File: config.mk
export PLATFORM = sky130hd
export DESIGN_NAME = bit_normalizer
export DESIGN_NICKNAME = d
export VERILOG_FILES = /design/src/rtl/norm_pkg.sv /design/src/rtl/bit_reverse.sv /design/src/rtl/bit_normalizer.sv
export SDC_FILE = /design/constraint.sdc
export NUM_CORES = 1
export LEC_CHECK = 0
export ABC_AREA = 1
export ABC_CLOCK_PERIOD_IN_PS = 1400
export BUFFER_PORTS_ARGS = -buffer_cell sky130_fd_sc_hd__buf_2
export CAP_MARGIN = 20
export CORE_AREA = 2 2 62 64
export CTS_CLUSTER_SIZE = 30
export DETAILED_ROUTE_END_ITERATION = 10
export DIE_AREA = 0 0 64 66
export PLACE_DENSITY = 0.78
export RECOVER_POWER = 50
export SLEW_MARGIN = 20
export SYNTH_ARGS = -nofsm -noshare
export SYNTH_HDL_FRONTEND = slang
export SYNTH_HIERARCHICAL = 1
export SYNTH_SLANG_ARGS = --single-unit
File: constraint.sdc
create_clock -name clk -period 1.4 [get_ports clk]
set_input_delay 0.07 -clock clk [delete_from_list [all_inputs] [get_ports clk]]
set_output_delay 0.07 -clock clk [all_outputs]
set_load 0.03 [all_outputs]
File: src/rtl/norm_pkg.sv
// Shared types for the bit normalizer: FSM state encoding and default width.
// Pure declarations; no logic, no latency, no flow control of its own.
package norm_pkg;
  localparam int N_DEFAULT = 16;
  typedef enum logic [1:0] {IDLE, SCAN, DONE} state_t;
endpackage

File: src/rtl/bit_reverse.sv
// Combinational mirror of an N-bit word (bit i <-> bit N-1-i).
// Zero latency; no handshake, just a wiring permutation.
module bit_reverse #(
  parameter int N = 16
) (
  input  logic [N-1:0] data,
  output logic [N-1:0] mirrored
);
  for (genvar i = 0; i < N; i++) begin : g_rev
    assign mirrored[i] = data[N-1-i];
  end
endmodule

File: src/rtl/bit_normalizer.sv
// Normalizer: shifts a word one bit per cycle until its first set bit reaches the chosen edge; reports the shift.
// Latency z+1 edges including accept (1 for zero words); out_ready low parks the result in DONE, outputs frozen.
module bit_normalizer
  import norm_pkg::*;
#(
  parameter int N  = N_DEFAULT,
  parameter int AW = $clog2(N)
) (
  input  logic          clk,
  input  logic          rst_n,
  input  logic          in_valid,
  output logic          in_ready,
  input  logic [N-1:0]  in_data,
  input  logic          in_dir,
  output logic          out_valid,
  input  logic          out_ready,
  output logic [N-1:0]  out_data,
  output logic [AW-1:0] out_amount,
  output logic          out_zero
);
  state_t        state;
  logic [N-1:0]  work;
  logic [N-1:0]  work_rev;
  logic [N-1:0]  in_rev;
  logic [N-1:0]  load_word;
  logic [AW-1:0] count;
  logic          dir_q;
  logic          zero_q;

  bit_reverse #(.N(N)) u_rev_in  (.data(in_data), .mirrored(in_rev));
  bit_reverse #(.N(N)) u_rev_out (.data(work),    .mirrored(work_rev));

  // Trailing-zero requests are mirrored so the scan always runs toward bit N-1.
  assign load_word  = in_dir ? in_data : in_rev;

  assign in_ready   = (state == IDLE);
  assign out_valid  = (state == DONE);
  assign out_data   = dir_q ? work : work_rev;
  assign out_amount = count;
  assign out_zero   = zero_q;

  always_ff @(posedge clk or negedge rst_n) begin
    if (!rst_n) begin
      state  <= IDLE;
      work   <= '0;
      count  <= '0;
      dir_q  <= 1'b0;
      zero_q <= 1'b0;
    end else begin
      case (state)
        IDLE: begin
          if (in_valid) begin
            work   <= load_word;
            dir_q  <= in_dir;
            count  <= '0;
            zero_q <= (in_data == '0);
            // Already-normalized and all-zero words finish on the accept edge.
            if ((in_data == '0) || load_word[N-1]) state <= DONE;
            else                                   state <= SCAN;
          end
        end
        SCAN: begin
          work  <= {work[N-2:0], 1'b0};
          count <= count + AW'(1);
          // Look one bit ahead so the final shift and the exit share an edge.
          if (work[N-2]) state <= DONE;
        end
        DONE: begin
          if (out_ready) state <= IDLE;
        end
        default: state <= IDLE;
      endcase
    end
  end
endmodule
==> summary.md <==
| Metric | Value |
|---|---|
| Outcome | complete, no violations |
| CP required | 1.33 ns |
| Min Hold Slack | 0.0835 ns |
| Area growth from synthesis to layout | 4.20% |
| Inserted Diodes | 0 |
| Core Area | ~3600 um2 |
| Register area share after synthesis | 33.0% |
| Commonest non-fill, non-tap cell in the layout | nand2_1 |
| Rel. slew slack | 59.9% |
| GPL Wtd Cong | about 0.85 |
| Post-synth cell types | 25 |
| Arr. time, crit path | 1.31 ns |
| Crit share post-route | 98.4% |
| Layout cells sized above 1 | roughly a fifth |
| Synth Area per Inst | 6.92 um2 |
| Setup Fix Bufs, Post-CTS | 0 |
| Initial DRT Pass Iterations | 4 |
| H-tree levels | 1 |
| Nets | between 200 and 300 |
| First-pass GRT wire length | 6.02 mm |
| Critical path capture point type | output port |
| Worst setup path startpoint | dir_q |
| Antenna Violating Nets Remaining | 0 |
| Final WL | 3.73 mm |
| Vias per std cell | 5.03 |
| Fillers | 349 |
| Die Span Y | 66 um |
| Crit-path max cell delay | around 0.41 ns |
| Post-synthesis adder-cell area fraction | less than 1% |
| Post-synthesis simple-gate area fraction | 22.8% |
| Final setup viols | 0 |
| Hold Fails Final Rpt | 0 |
| Worst slew pin tran | between 0.6 and 0.7 ns |
| Dpl cell area | 1780 um2 |
| Hold_sp | in_data[8] |
| Max Cap Viol | 0 |
| Worst-path clk slew | ~0.14 ns |
| Wire length per cell | 11.8 um |
| Synth Instances | 263 |
| Vias in the first global route | approximately 1400 |
| Row count | 22 |
| Mux contribution to synthesized area | 0% |
| RSZ-0062 raised after global routing | yes |
| Post-synthesis compound-gate area fraction | 19.9% |
| Register area | 602 um2 |
| Worst Hold Class | input port to flop |
| Critical Path Source Type | flop |
| Synth area leaders | dfrtp_1 33%, buf_4 14%, nand2_1 12% |
| CTS buffer count | 3 |
| Static Leak | 0.968 nW |
| Synth Area in XOR/XNOR | 0.481% |
| Gr ovfl total | 0 |
| Sink Count | 24 |
| Ports | 44 |
| Synth warn | 6 |
| Drc violations | 0 |
| Most frequent cells in the layout | 59 x nand2_1, 31 x nor2_1, 26 x o21ai_1, 26 x buf_2, 23 x dfrtp_1 |
| Worst VDD drop | 0.794 mV |
| CP Max Fanout | 9 |
| Critical-path cell list | buf_4 > nor2_1 > a21oi_1 > clkbuf_4 |
| Reg2reg start | state[1] |
| Clock Skew | 0.00457 ns |
| Max clock buf depth | 2 |
| Post-detail-place hpwl | 2.72 mm |
| Die area | approximately 4200 um2 |
| Fmax | 726 MHz |
| Largest family of logic cells by synthesized area | buffers and inverters |
| Die Width | 64 um |
| Number of synthesized register bits | 24 |
| Syn nets | 285 |
| Pins Over Slew Limit | 0 |
| Initial antenna violation count | 0 |
| PD cells | around 2400 nW/um2 |
| CP top delay family | flip-flops |
| CTS root buf | clkbuf_4 |
| Skew-Pair Late Insertion Delay | around 0.32 ns |
| Vias | 1594 |
| Buffers on Ports | 43 |
| Iter 0 DRT Violations | 57 |
| Overall Global Routing Usage | 17.8% |
| CP max-delay cell | dfrtp_1 |
| Multi-input logic area | 812 um2 |
| CTS tree | done |
| Syn Std Cell Area | roughly 1800 um2 |
| Critical path type | flop to output port |
| Starting Density | roughly 51% |
| Share of the synthesized area in the top cell type | between 30% and 40% |
| WP buf/inv | 2 |
| Largest net degree at the start of global routing | 25 |
| Synth area leader | dfrtp_1 |
| Design area | roughly 1900 um2 |
| Tmin final | 1.38 ns |
==> sequential cells by signal, summed over array words and instances (netlist names) <==
register	count
dir_q	1
out_amount	4
out_zero	1
state	2
work	16
==> cells by family (layout without fill, tap and decap cells) <==
family / after synthesis / count (layout)
compound gates: 69 / 69
simple gates: 100 / 100
buf+inv: 68 / 74
fa+ha+maj: 1 / 1
xor+xnor: 1 / 1
flops: 24 / 24
==> tightest hold or removal path: stages <==
cell	delay (ns)
buf_2	0.10
nand2_1	0.05
nand2_1	0.05
o21ai_1	0.05
o21ai_1	0.06
==> layer usage <==
layer	vias up	GRT usage, %	routed length (um)
met2	55	28.3	1730
met1	711	25.3	1740
li1	823	-	-
met3	5	2.04	215
met4	0	5.71	44
met5	-	0	0
==> synth_stat cells <==
library cell,instances
buf_4,33
nand2_2,1
inv_1,20
buf_6,4
a21boi_0,1
inv_4,2
ha_1,1
nor2_4,1
xor2_1,1
o21ai_0,21
nor2_1,31
o21bai_1,1
inv_2,2
nand2_1,59
nor3_1,1
dfrtp_1,24
nand3_1,4
o21ai_1,26
a22o_1,1
clkbuf_1,2
o22ai_1,1
buf_2,5
o22ai_2,1
a21oi_1,17
nand2_4,3
==> cell type report <==
type                    count  area share (%)
clock inverters             1            1.58
well taps                  48            3.17
flip-flops and latches     24            31.7
repair buffers             46            14.5
inverters                  24            5.02
multi-input cells         171            42.8
clock buffers               3            1.19
==> per-stage QoR <==
step / util [%] / setup TNS, ns / power [mW] / worst slack [ns] / cells
finish: 53.4 / 0 / 4.62 / 0.0230 / 317
global route: 53.4 / -0.0530 / 4.95 / -0.0215 / 317
CTS: 52.1 / 0 / 4.42 / 0.0197 / 317
detailed placement: 50.2 / 0 / 3.90 / 0.114 / 312
global placement: 50.2 / 0 / 3.86 / 0.181 / 312
floorplan: - / 0 / 3.59 / 0.116 / 263
==> report_power, final <==
group / leakage, nW / internal [mW] / total [mW] / switching [mW]
sequential: 0.310 / 0.956 / 1.15 / 0.191
combinational: 0.630 / 0.968 / 2.96 / 1.99
clock: 0.0279 / 0.290 / 0.515 / 0.225
total: 0.968 / 2.21 / 4.62 / 2.40
==> final timing paths <==
path	end	slack (ns)	cells after the start
max in group asynchronous	state[0]	0.71	2
max reg2reg	work[13]	0.11	5
max	out_data[8]	0.02	4
min reg2reg	out_amount[2]	0.52	1
min	work[7]	0.08	5
min in group asynchronous	work[8]	0.27	2
==> timing repair <==
item | 4_1_cts | 5_1_grt
setup endpoints to repair | 4 | 17
hold buffers | 1 | 0
endpoints found under the hold margin | 24 | 0
gates resized for setup | 1 | 25
Note: power is estimated with default switching activity, not from simulation.
